<file path="config.mk">
export PLATFORM = sky130hd
export DESIGN_NAME = udp_port_router
export DESIGN_NICKNAME = d
export VERILOG_FILES = /design/src/rtl/udp_port_router_pkg.sv /design/src/rtl/udp_port_router_rr_arbiter.sv /design/src/rtl/udp_port_router.sv
export SDC_FILE = /design/constraint.sdc
export NUM_CORES = 1
export LEC_CHECK = 0
export ABC_AREA = 1
export CORE_AREA = 3 3 377 379
export DETAILED_ROUTE_END_ITERATION = 8
export DIE_AREA = 0 0 380 382
export GPL_ROUTABILITY_DRIVEN = 0
export HOLD_SLACK_MARGIN = 0.1
export PLACE_DENSITY = 0.38
export SKIP_LAST_GASP = 1
export SLEW_MARGIN = 20
export SYNTH_ARGS = -nofsm -noshare
export SYNTH_HDL_FRONTEND = slang
export SYNTH_HIERARCHICAL = 1
export SYNTH_SLANG_ARGS = --single-unit
</file>
<file path="constraint.sdc">
create_clock -name clk -period 8.9 [get_ports clk]
set_clock_uncertainty 0.15 [all_clocks]
set_input_delay 1.78 -clock clk [delete_from_list [all_inputs] [get_ports clk]]
set_output_delay 1.78 -clock clk [all_outputs]
set_load 0.03 [all_outputs]
</file>
<file path="src/rtl/udp_port_router_pkg.sv">
// udp_port_router_pkg: shared FSM states, header types and destination-port lookup
package udp_port_router_pkg;

    localparam int MAX_CHANNELS = 16;

    typedef logic [15:0] port_t;
    typedef logic [MAX_CHANNELS*16-1:0] port_list_t;

    typedef enum logic [2:0] {
        RX_IDLE,
        RX_LOOKUP,
        RX_HDR,
        RX_PAYLOAD,
        RX_DROP
    } rx_state_t;

    typedef enum logic [1:0] {
        TX_IDLE,
        TX_HDR,
        TX_PAYLOAD
    } tx_state_t;

    typedef struct packed {
        logic [31:0] ip_source_ip;
        port_t       source_port;
        port_t       dest_port;
        logic [15:0] length;
        logic [15:0] checksum;
    } udp_rx_hdr_t;

    typedef struct packed {
        logic [31:0] ip_dest_ip;
        port_t       source_port;
        port_t       dest_port;
        logic [15:0] length;
        logic [15:0] checksum;
    } udp_tx_hdr_t;

    typedef struct packed {
        logic       hit;
        logic [3:0] index;
    } lookup_t;

    // Scanning from the top down lets the lowest matching index overwrite the result last
    function automatic lookup_t port_lookup(input port_list_t port_list, input int channels,
                                            input port_t dest_port);
        lookup_t r;
        r = '0;
        for (int k = MAX_CHANNELS - 1; k >= 0; k--)
            if (k < channels && port_list[k*16 +: 16] == dest_port) begin
                r.hit   = 1'b1;
                r.index = 4'(k);
            end
        return r;
    endfunction

endpackage

</file>
<file path="src/rtl/udp_port_router_rr_arbiter.sv">
// rr_arbiter: round-robin arbiter; the registered pointer is the current/last grant
module rr_arbiter #(
    parameter int N = 3,
    localparam int W = N > 1 ? $clog2(N) : 1
) (
    input  logic         clk,
    input  logic         reset,
    input  logic [N-1:0] req,
    input  logic         update,
    output logic         any,
    output logic [N-1:0] gnt_oh,
    output logic [W-1:0] gnt_bin
);

    logic [W-1:0] ptr_q, ptr_d, nxt, idx;

    // Search starts one past the last grant and takes the first requester
    always_comb begin
        nxt = ptr_q;
        idx = '0;
        any = 1'b0;
        for (int i = 1; i <= N; i++) begin
            idx = W'((int'(ptr_q) + i) % N);
            if (!any && req[idx]) begin
                any = 1'b1;
                nxt = idx;
            end
        end
        ptr_d = update && any ? nxt : ptr_q;
        gnt_oh = '0;
        gnt_oh[ptr_q] = 1'b1;
    end

    // Pointer resets to the last channel so channel 0 is searched first
    always_ff @(posedge clk or posedge reset)
        if (reset) ptr_q <= W'(N - 1);
        else ptr_q <= ptr_d;

    assign gnt_bin = ptr_q;

endmodule

</file>
<file path="src/rtl/udp_port_router.sv">
// udp_port_router: RX demux by UDP destination port, TX round-robin mux with frame locking.
// Statistics counters exist only when UDP_PORT_ROUTER_STATS_EN is defined.
module udp_port_router
    import udp_port_router_pkg::*;
#(
    parameter int                     CHANNELS        = 3,
    parameter logic [CHANNELS*16-1:0] PORT_LIST       = {16'd9999, 16'd5678, 16'd1234},
    parameter int                     DEFAULT_CHANNEL = -1,
    parameter int                     STAT_WIDTH      = 32,
    localparam int                    GW              = CHANNELS > 1 ? $clog2(CHANNELS) : 1
) (
    input  logic                            clk,
    input  logic                            reset,
    input  logic                            rx_hdr_valid,
    output logic                            rx_hdr_ready,
    input  udp_rx_hdr_t                     rx_hdr,
    input  logic [7:0]                      rx_tdata,
    input  logic                            rx_tvalid,
    output logic                            rx_tready,
    input  logic                            rx_tlast,
    input  logic                            rx_tuser,
    output logic [CHANNELS-1:0]             rx_ch_hdr_valid,
    input  logic [CHANNELS-1:0]             rx_ch_hdr_ready,
    output udp_rx_hdr_t [CHANNELS-1:0]      rx_ch_hdr,
    output logic [CHANNELS-1:0][7:0]        rx_ch_tdata,
    output logic [CHANNELS-1:0]             rx_ch_tvalid,
    input  logic [CHANNELS-1:0]             rx_ch_tready,
    output logic [CHANNELS-1:0]             rx_ch_tlast,
    output logic [CHANNELS-1:0]             rx_ch_tuser,
    input  logic [CHANNELS-1:0]             tx_ch_hdr_valid,
    output logic [CHANNELS-1:0]             tx_ch_hdr_ready,
    input  udp_tx_hdr_t [CHANNELS-1:0]      tx_ch_hdr,
    input  logic [CHANNELS-1:0][7:0]        tx_ch_tdata,
    input  logic [CHANNELS-1:0]             tx_ch_tvalid,
    output logic [CHANNELS-1:0]             tx_ch_tready,
    input  logic [CHANNELS-1:0]             tx_ch_tlast,
    input  logic [CHANNELS-1:0]             tx_ch_tuser,
    output logic                            tx_hdr_valid,
    input  logic                            tx_hdr_ready,
    output udp_tx_hdr_t                     tx_hdr,
    output logic [7:0]                      tx_tdata,
    output logic                            tx_tvalid,
    input  logic                            tx_tready,
    output logic                            tx_tlast,
    output logic                            tx_tuser,
    output logic                            rx_busy,
    output logic                            tx_busy,
    output logic [GW-1:0]                   tx_grant,
    output logic [STAT_WIDTH-1:0]           rx_frame_count,
    output logic [STAT_WIDTH-1:0]           rx_drop_count,
    output logic [STAT_WIDTH-1:0]           tx_frame_count
);

    localparam logic          DEF_EN = DEFAULT_CHANNEL >= 0 && DEFAULT_CHANNEL < CHANNELS;
    localparam logic [GW-1:0] DEF_CH = GW'(DEF_EN ? DEFAULT_CHANNEL : 0);

    rx_state_t     rx_state_q, rx_state_d;
    udp_rx_hdr_t   rx_hdr_q, rx_hdr_d;
    logic [GW-1:0] rx_sel_q, rx_sel_d;
    lookup_t       lk;
    tx_state_t     tx_state_q, tx_state_d;
    logic          arb_any;
    logic [CHANNELS-1:0] arb_oh;

    // RX next state: capture header, resolve channel, then forward or drop the frame
    always_comb begin
        lk = port_lookup(port_list_t'(PORT_LIST), CHANNELS, rx_hdr_q.dest_port);
        rx_state_d = rx_state_q;
        rx_hdr_d = rx_hdr_q;
        rx_sel_d = rx_sel_q;
        case (rx_state_q)
            RX_IDLE: if (rx_hdr_valid) begin
                rx_hdr_d = rx_hdr;
                rx_state_d = RX_LOOKUP;
            end
            RX_LOOKUP: begin
                rx_sel_d = lk.hit ? GW'(lk.index) : DEF_CH;
                rx_state_d = lk.hit || DEF_EN ? RX_HDR : RX_DROP;
            end
            RX_HDR: if (rx_ch_hdr_ready[rx_sel_q]) rx_state_d = RX_PAYLOAD;
            RX_PAYLOAD, RX_DROP: if (rx_tvalid && rx_tready && rx_tlast) rx_state_d = RX_IDLE;
            default: rx_state_d = RX_IDLE;
        endcase
    end

    // RX state, selected channel and captured header
    always_ff @(posedge clk or posedge reset)
        if (reset) begin
            rx_state_q <= RX_IDLE;
            rx_hdr_q <= '0;
            rx_sel_q <= '0;
        end else begin
            rx_state_q <= rx_state_d;
            rx_hdr_q <= rx_hdr_d;
            rx_sel_q <= rx_sel_d;
        end

    // Only the selected channel ever sees a valid; data fields are broadcast
    always_comb begin
        rx_ch_hdr_valid = '0;
        rx_ch_tvalid = '0;
        rx_ch_hdr_valid[rx_sel_q] = rx_state_q == RX_HDR;
        rx_ch_tvalid[rx_sel_q] = rx_state_q == RX_PAYLOAD && rx_tvalid;
    end

    assign rx_hdr_ready = !reset && rx_state_q == RX_IDLE;
    assign rx_tready    = rx_state_q == RX_DROP || (rx_state_q == RX_PAYLOAD && rx_ch_tready[rx_sel_q]);
    assign rx_ch_hdr    = {CHANNELS{rx_hdr_q}};
    assign rx_ch_tdata  = {CHANNELS{rx_tdata}};
    assign rx_ch_tlast  = {CHANNELS{rx_tlast}};
    assign rx_ch_tuser  = {CHANNELS{rx_tuser}};
    assign rx_busy      = rx_state_q != RX_IDLE;

    rr_arbiter #(.N(CHANNELS)) u_arb (
        .clk     (clk),
        .reset   (reset),
        .req     (tx_ch_hdr_valid),
        .update  (tx_state_q == TX_IDLE),
        .any     (arb_any),
        .gnt_oh  (arb_oh),
        .gnt_bin (tx_grant)
    );

    // TX next state: arbitrate in IDLE, then hold the grant for a whole frame
    always_comb begin
        tx_state_d = tx_state_q;
        case (tx_state_q)
            TX_IDLE: tx_state_d = arb_any ? TX_HDR : TX_IDLE;
            TX_HDR: if (tx_hdr_valid && tx_hdr_ready) tx_state_d = TX_PAYLOAD;
            TX_PAYLOAD: if (tx_tvalid && tx_tready && tx_tlast) tx_state_d = TX_IDLE;
            default: tx_state_d = TX_IDLE;
        endcase
    end

    // TX state register
    always_ff @(posedge clk or posedge reset)
        if (reset) tx_state_q <= TX_IDLE;
        else tx_state_q <= tx_state_d;

    assign tx_hdr_valid    = tx_state_q == TX_HDR && tx_ch_hdr_valid[tx_grant];
    assign tx_hdr          = tx_ch_hdr[tx_grant];
    assign tx_ch_hdr_ready = tx_state_q == TX_HDR && tx_hdr_ready ? arb_oh : '0;
    assign tx_tvalid       = tx_state_q == TX_PAYLOAD && tx_ch_tvalid[tx_grant];
    assign tx_tdata        = tx_ch_tdata[tx_grant];
    assign tx_tlast        = tx_ch_tlast[tx_grant];
    assign tx_tuser        = tx_ch_tuser[tx_grant];
    assign tx_ch_tready    = tx_state_q == TX_PAYLOAD && tx_tready ? arb_oh : '0;
    assign tx_busy         = tx_state_q != TX_IDLE;

`ifdef UDP_PORT_ROUTER_STATS_EN
    logic [STAT_WIDTH-1:0] rx_frame_count_q, rx_frame_count_d;
    logic [STAT_WIDTH-1:0] rx_drop_count_q, rx_drop_count_d;
    logic [STAT_WIDTH-1:0] tx_frame_count_q, tx_frame_count_d;
    logic rx_end, tx_end;

    // Saturating frame counters, bumped on the tlast handshake of each frame
    always_comb begin
        rx_end = rx_tvalid && rx_tready && rx_tlast;
        tx_end = tx_tvalid && tx_tready && tx_tlast;
        rx_frame_count_d = rx_frame_count_q
                         + STAT_WIDTH'(rx_end && rx_state_q == RX_PAYLOAD && !(&rx_frame_count_q));
        rx_drop_count_d = rx_drop_count_q
                        + STAT_WIDTH'(rx_end && rx_state_q == RX_DROP && !(&rx_drop_count_q));
        tx_frame_count_d = tx_frame_count_q
                         + STAT_WIDTH'(tx_end && tx_state_q == TX_PAYLOAD && !(&tx_frame_count_q));
    end

    // Counter registers
    always_ff @(posedge clk or posedge reset)
        if (reset) begin
            rx_frame_count_q <= '0;
            rx_drop_count_q <= '0;
            tx_frame_count_q <= '0;
        end else begin
            rx_frame_count_q <= rx_frame_count_d;
            rx_drop_count_q <= rx_drop_count_d;
            tx_frame_count_q <= tx_frame_count_d;
        end

    assign rx_frame_count = rx_frame_count_q;
    assign rx_drop_count  = rx_drop_count_q;
    assign tx_frame_count = tx_frame_count_q;
`else
    assign rx_frame_count = '0;
    assign rx_drop_count  = '0;
    assign tx_frame_count = '0;
`endif

endmodule

</file>
## Yosys cells after proc, flatten, opt, wreduce, memory -nomap -nowiden

Cells that the tools add are included.

- Flip-flop bits (word level): 105
- Bits in latches: 0
- Bits in writable memories: 0
- Memory bits (read-only): 0
- Bits of input ports: 442
- Output and inout port bits: 540
- Logic and storage cells: 116
- Memories: 0

- Add/subtract/negate cells: 3
- Multipliers: 0
- Divide/modulo/power cells: 3
- $lt $le $gt $ge: 7
- Equal/unequal tests: 14
- Shift operators: 0
- Muxes and demuxes: 47
- Bitwise logic cells: 2
- Reduce and logical (&&, ||, !) cells: 31

Operators by type and width:

| kind | number |
|---|---|
| binary-select mux 96 bit (select 2 bit) | 1 |
| remainder unit 32 x 3 -> 32 bit, second input constant | 3 |
| 2-to-1 mux 96 bit | 1 |
| binary-select mux 1 bit (select 2 bit) | 9 |
| 2-to-1 mux 3 bit | 6 |
| logical AND 1 bit | 17 |
| binary-select mux 8 bit (select 2 bit) | 1 |
| == test 11 x 16 -> 1 bit, first input constant | 1 |
| == test 13 x 16 -> 1 bit, first input constant | 1 |
| == test 14 x 16 -> 1 bit, first input constant | 1 |
| < comparator 2 x 3 -> 1 bit, second input constant | 5 |
| 2-to-1 mux 1 bit | 15 |
| 2-to-1 mux 5 bit | 3 |
| 2-to-1 mux 2 bit | 6 |
| case mux 3 bit (4 select lines) | 1 |
| inequality test 2 bit, second input constant | 5 |
| 2-to-1 mux 8 bit | 1 |
| adder 2 x 2 -> 3 bit, second input constant | 2 |
| bitwise AND 3 bit | 2 |
| == test 3 x 2 -> 1 bit, second input constant | 2 |
| case mux 2 bit (3 select lines) | 1 |
| AND reduction 2 bit | 3 |
| nonzero test 3 bit | 2 |
| demux 1 bit (select 2 bit) | 2 |
| other kinds (13) | 16 |

## Logic depth before layout (Yosys ltp)

Gate-level depths: netlist of the first run.

- Depth after elaboration: 13
- Depth in mapped cells: 12
- Gate-level depth less buffers: 12

## Modules after synthesis

Netlist of the first run, hierarchy kept.

Modules (own cells, without submodules):

| module | times used | cells each | area each (sq um) |
|---|---|---|---|
| udp_port_router | 1 | 1147 | 9160.0 |
| rr_arbiter | 1 | 57 | 354.1 |

## Least setup slack after synthesis of the first run

Ideal clock, no wire load.

- Path kind: input to output
- Start point: in rx_ch_tready[2]
- End point: out rx_tready
- Arrival time: 2.662 ns
- Required time: 6.970 ns
- Slack: 4.308 ns
- Stages: 4
- Cell sequence: nand3_1 nand2_1 inv_1 a21boi_0

- Longest elaborated chain between the ends: 4

Ends and longest elaborated chain:

| element | RTL line | text |
|---|---|---|
| from (decl) | udp_port_router.sv:27 | `input logic [CHANNELS-1:0] rx_ch_tready,` |
| binary-select mux 1 bit (select 2 bit) | udp_port_router.sv:107 | `assign rx_tready = rx_state_q == RX_DROP \|\| (rx_state_q == RX_PAYLOAD && rx_ch_tready[rx_sel_q]);` |
| 2-to-1 mux 1 bit (implied by the code) | udp_port_router.sv:107 |  |
| logical AND 1 bit | udp_port_router.sv:107 |  |
| logical OR 1 bit | udp_port_router.sv:107 |  |
| to (decl) | udp_port_router.sv:19 | `output logic rx_tready,` |

No other way between the ends. The select of a mux whose other input is x is not followed.

==> results.sh, run 1 <==
export IMPL_status="finished clean"
export IMPL_yosys_most_used_dff="dfrtp_1"
export IMPL_start_util_pct=6.84
export IMPL_area_growth_pct=93.6
export IMPL_critPathArrivalTime_ns=4.16
export IMPL_drc=0
export IMPL_fmax_mhz=164
export IMPL_antenna_found_initial=20
export IMPL_worstSetupStartpointType="flop"
export IMPL_syn_inst=1204
export IMPL_rsz0062_at_grt="no"
export IMPL_cpPeakStageDelay_ns=0.99
export IMPL_dp_hpwl_um=63600
export IMPL_fin_area_mm2=0.0184
export IMPL_rr_worst_depth=7
export IMPL_max_cap_violations=0
export IMPL_final_util_pct=13.2
export IMPL_port_buffers=849
export IMPL_p_leak_uw=0.00702
export IMPL_grt_max_degree=86
export IMPL_syn_area_per_cell_um2=7.90
export IMPL_r2r_setup_slack_ns=6.15
export IMPL_path_clk_slew_ns=0.10
export IMPL_cts_max_level=3
export IMPL_cts_buffers=9
export IMPL_cts_buffer_depth=2
export IMPL_fp_coreArea_mm2=0.139
export IMPL_postRouteAntennaNets=0
export IMPL_grt_pass1_wl_um=95100
export IMPL_synth_edf_count=0
export IMPL_critPathTopFamily="buffers and inverters"
export IMPL_ys_seq_area_share_pct=27.6
export IMPL_layout_drive_gt1_share_pct=7.60
export IMPL_critPathMaxFanout=60
export IMPL_synth_area_leaders="dfrtp_1 27%, buf_4 26%, mux2_4 13%"
export IMPL_die_h_um=382
export IMPL_globalRouteTotalUtil_pct=9.63
export IMPL_grt_overflow_total=0
export IMPL_hold_depth=2
export IMPL_slowest_stage="clkdlybuf4s50_1"
export IMPL_cts_resized=0
export IMPL_routed_via_density=2.72
export IMPL_fp_dieW_um=380
export IMPL_tightest_slew_ns=1.01
export IMPL_finalCriticalPeriod_ns=6.09
export IMPL_crit_buf_inv=2
export IMPL_vias=10000
export IMPL_synth_area_mm2=0.00951
export IMPL_postCtsSetupBuffers=0
export IMPL_hold_path_end="rx_state_q[0]"
export IMPL_hold_violations=0
export IMPL_ir_drop_mv=0.266
export IMPL_nNetsFinal=2244
export IMPL_cts_tree="done"
export IMPL_finalSetupViolations=0
export IMPL_io_pins=982
export IMPL_clkSinkCount=105
export IMPL_period_share_pct=68.4
export IMPL_drtIter0Drc=324
export IMPL_r2r_end="tx_state_q[1]"
export IMPL_hold_path_class="flop to flop"
export IMPL_relSlewSlack_pct=32.3
export IMPL_place_area_mm2=0.0181
export IMPL_cp_end_kind="output port"
export IMPL_worst_hold_startpoint="rx_state_q[0]"
export IMPL_drtPass1Iterations=4
export IMPL_crit_chain="nor2_8, buf_4, nand2_1, o21ai_0, clkdlybuf4s50_1"
export IMPL_ys_ff_latch=105
export IMPL_tns_ns=0
export IMPL_fp_row_count=137
export IMPL_drv_slew=0
export IMPL_die_area_mm2=0.145
export IMPL_cts_root_buf="clkbuf_16"
export IMPL_clkLatencyLatePin_ns=0.42
export IMPL_p_per_area_mw_per_mm2=429
export IMPL_yosysUniqueCellTypes=31
export IMPL_crit_type="flop to output port"
export IMPL_totalWireLength_um=73200
export IMPL_async_flop_share_pct=100
export IMPL_ys_warn_count=6
export IMPL_crit_required_ns=6.97
export IMPL_wire_per_inst_um=19.9
export IMPL_synth_top_cell_area_share_pct=27.4
export IMPL_synthTopCellsByCount="330 x buf_4, 181 x nand2_1, 154 x o21ai_0"
export IMPL_yosysTopAreaCell="dfrtp_1"
export IMPL_reg2reg_from="u_arb/gnt_bin[0]"
export IMPL_grt_pass1_vias=10400
export IMPL_synth_most_common_cell="buf_4"
export IMPL_holdBufCountCts=0
-- sequential cells by signal (all words and copies together) (netlist names) --
register	count
rx_ch_hdr	96
rx_state_q	3
u_arb/gnt_bin	2
tx_state_q	2
rx_sel_q	2
-- layout make-up --
type / instances / area, um^2
antenna: 6 / 15.0
clock buffer: 10 / 239
clock inverter: 6 / 66.3
fill: 16000 / 121000
inverter: 39 / 155
multi-input combinational: 781 / 4360
sequential: 105 / 2630
tap: 1876 / 2350
timing repair buffer: 861 / 8600
-- report_power, final --
group          switching [uW]  internal, uW  total, uW
Clock                     249           207        456
Sequential                470           715       1180
Combinational            3900          2370       6260
-- worst max-delay path by stage --
stage	startpoint	to	slack, ns	depth (start not counted)
detailed placement	tx_ch_hdr[75]	tx_hdr[75]	2.66	4
finish	u_arb/gnt_bin[0]	tx_hdr[82]	2.81	5
CTS	u_arb/gnt_bin[0]	tx_hdr[75]	2.61	5
floorplan	reset	rx_ch_hdr[0]	4.27	1
global route	u_arb/gnt_bin[0]	tx_hdr[82]	2.62	5
global placement	tx_ch_tdata[6]	tx_tdata[6]	2.26	4
-- layer usage --
metal | wire (um) | vias up | global-route usage (%)
met5 | 39 | - | 0
met4 | 782 | 6 | 1.81
met3 | 5380 | 34 | 3.13
met2 | 36000 | 544 | 16.6
met1 | 31000 | 4773 | 11.7
li1 | - | 4673 | -
-- kinds of logic (layout without fill, tap and decap cells) --
kind of cell,count (synthesis),in the layout,share of synthesized area [%]
DFF,105,105,27.6
AOI/OAI and AO/OA,225,225,12.0
buffers and inverters,413,916,30.4
muxes,91,91,13.9
adders and majority gates,5,5,0.658
and+or+nand+nor,364,364,15.4
other,1,102,0.0394
-- stage by stage --
step                instances  setup slack (ns)  total power [uW]  hold WS (ns)
floorplan                1299              4.27              4940         0.334
global placement         3660              2.26              7680         0.387
detailed placement       3662              2.66              7640         0.370
CTS                      3678              2.61              8170         0.396
global route             3679              2.62              8340         0.407
finish                   3684              2.81              7900         0.393
-- worst min-delay path, cell delays in order, from the launching register on --
cell	delay [ns]
dfrtp_1	0.40
nand2_1	0.07
nand2_1	0.05
-- placed cells by master, fill, tap and decap left out, drive strengths merged --
master	Yosys	layout
clkdlybuf4s50	0	849
a21oi	6	6
dfrtp	104	104
clkbuf	20	10
buf	354	12
diode	0	6
o21ai	217	217
or2	1	1
nor2	150	150
mux2	91	91
clkinv	0	3
nand2	184	184
a21boi	2	2
clkinvlp	0	1
nand3b	1	1
conb	1	96
nand4	6	6
dfstp	1	1
ha	5	5
inv	39	41
nand3	22	22
(Power assumes the default switching activity.)
==> run 2: changes to the inputs <==
==> constraint.sdc (replaced) <==
create_clock -name clk -period 6.21 [get_ports clk]
set_clock_uncertainty 0.15 [all_clocks]
set_input_delay 1.242 -clock clk [delete_from_list [all_inputs] [get_ports clk]]
set_output_delay 1.242 -clock clk [all_outputs]
set_load 0.03 [all_outputs]
==> run 2 against run 1 <==
  * Global-route usage about the same
  * Non-clock buffer count increased by 7
  * Critical endpoint is now tx_hdr[74]
  * Hold slack got worse by 0.0074 ns
==> results.sh, run 2 (synthesis results as in run 1) <==
export IMPL_status="finished clean"
export IMPL_crit_required_ns=4.82
export IMPL_period_share_pct=81.2
export IMPL_drv_slew=0
export IMPL_io_pins=982
export IMPL_start_util_pct=6.84
export IMPL_cpPeakStageDelay_ns=0.89
export IMPL_crit_chain="inv_4, buf_4, nor2_1, o21ai_0, clkdlybuf4s50_1"
export IMPL_layout_commonest_cell="clkdlybuf4s50_1"
export IMPL_drtIter0Drc=348
export IMPL_dp_hpwl_um=63100
export IMPL_cts_buffer_depth=2
export IMPL_port_buffers=849
export IMPL_die_h_um=382
export IMPL_cts_root_buf="clkbuf_16"
export IMPL_path_clk_slew_ns=0.11
export IMPL_final_util_pct=13.3
export IMPL_tightest_slew_ns=0.961
export IMPL_relSlewSlack_pct=35.3
export IMPL_globalRouteTotalUtil_pct=9.61
export IMPL_vias=9979
export IMPL_tns_ns=0
export IMPL_final_cell_mix="844 x clkdlybuf4s50_1, 181 x nand2_1, 154 x o21ai_0, 148 x nor2_1, 103 x dfrtp_1"
export IMPL_hold_path_class="flop to flop"
export IMPL_largest_reg_flops=96
export IMPL_postRouteAntennaNets=0
export IMPL_clkLatencyLatePin_ns=0.43
export IMPL_cts_buffers=9
export IMPL_ir_drop_mv=0.424
export IMPL_critPathArrivalTime_ns=3.65
export IMPL_routed_via_density=2.71
export IMPL_slowest_stage="clkdlybuf4s50_1"
export IMPL_area_growth_pct=94.2
export IMPL_fp_coreArea_mm2=0.139
export IMPL_critPathMaxFanout=36
export IMPL_die_area_mm2=0.145
export IMPL_cp_end_kind="output port"
export IMPL_dp_cells=3669
export IMPL_cts_max_level=3
export IMPL_layout_drive_gt1_share_pct=8.24
export IMPL_rsz0062_at_grt="no"
export IMPL_cts_tree="done"
export IMPL_worstSetupStartpointType="flop"
export IMPL_max_cap_violations=0
export IMPL_p_per_area_mw_per_mm2=615
export IMPL_fp_dieW_um=380
export IMPL_nNetsFinal=2251
export IMPL_fmax_mhz=198
export IMPL_wire_per_inst_um=19.7
export IMPL_grt_pass1_wl_um=95500
export IMPL_grt_overflow_total=0
export IMPL_antenna_found_initial=14
export IMPL_crit_type="flop to output port"
export IMPL_hold_violations=0
export IMPL_grt_pass1_vias=10500
export IMPL_holdBufCountCts=0
export IMPL_fillers=16000
export IMPL_finalSetupViolations=0
export IMPL_p_leak_uw=0.00707
export IMPL_finalCriticalPeriod_ns=5.04
export IMPL_drtPass1Iterations=7
export IMPL_postCtsSetupBuffers=0
export IMPL_clkSinkCount=105
export IMPL_grt_max_degree=100
export IMPL_totalWireLength_um=72700
export IMPL_stdcell_count=3687
export IMPL_fp_row_count=137
export IMPL_drc=0
export IMPL_cts_resized=0
[run 2: cell types whose count changed in the layout (fill, tap and decap cells not counted)]
cell             before  now
buf_4                11   21
buf_12                1    3
diode_2               6    2
clkdlybuf4s50_1     849  844
inv_8                 3    1
o21ai_1              66   63
clkinv_8              1    2
o21ai_0             151  154
inv_12                0    1
inv_6                 1    2
clkbuf_8              1    0
[run 2: routing by layer]
metal	track usage, %	share of wire (%)	up-vias
met5	0	0.022	-
li1	-	-	4678
met3	2.57	6.4	25
met4	1.32	0.61	2
met2	17.0	50	537
met1	11.9	43	4737
[run 2: final cells by class]
type | instances | area, um^2 | area share [%]
timing repair buffer | 868 | 8670 | 46.9
multi-input combinational | 781 | 4360 | 23.6
antenna | 2 | 5.00 | 0.0271
tap | 1876 | 2350 | 12.7
clock inverter | 7 | 85.1 | 0.460
inverter | 39 | 155 | 0.840
sequential | 105 | 2630 | 14.2
clock buffer | 9 | 225 | 1.22
[run 2: where the power goes]
part | internal (uW) | switching [uW]
Combinational | 3410 | 5620
Sequential | 1020 | 637
Clock | 291 | 386
[run 2: final timing paths]
check                                       from               end  slack (ns)  depth (start not counted)
worst max register to register  u_arb/gnt_bin[0]  u_arb/gnt_bin[0]        3.23                         12
max in group asynchronous                  reset     rx_ch_hdr[61]        3.65                          3
worst min-delay path               rx_state_q[0]     rx_state_q[0]        0.39                          2
min in group asynchronous                  reset  u_arb/gnt_bin[0]        1.24                          2
worst min register to register     rx_state_q[0]     rx_state_q[0]        0.39                          2
worst max-delay path            u_arb/gnt_bin[0]        tx_hdr[74]        1.17                          5
[run 2: stage by stage]
step / total power, uW / hold WS (ns) / cell area (um^2) / setup slack (ns)
3_3_place_gp: 11100 / 0.359 / 18200 / 1.26
6_report: 11400 / 0.385 / 18500 / 1.17
5_1_grt: 12100 / 0.415 / 18500 / 0.997
3_5_place_dp: 11000 / 0.367 / 18200 / 1.32
4_1_cts: 11800 / 0.397 / 18500 / 0.964
2_1_floorplan: 7090 / 0.334 / 9870 / 2.11
[run 2: critical path, delay by kind of cell (launching register included)]
kind                   cells  cell delay, ns
AOI/OAI and AO/OA          1            0.76
buffers and inverters      3            1.67
and+or+nand+nor            1            0.06
DFF                        1            0.68
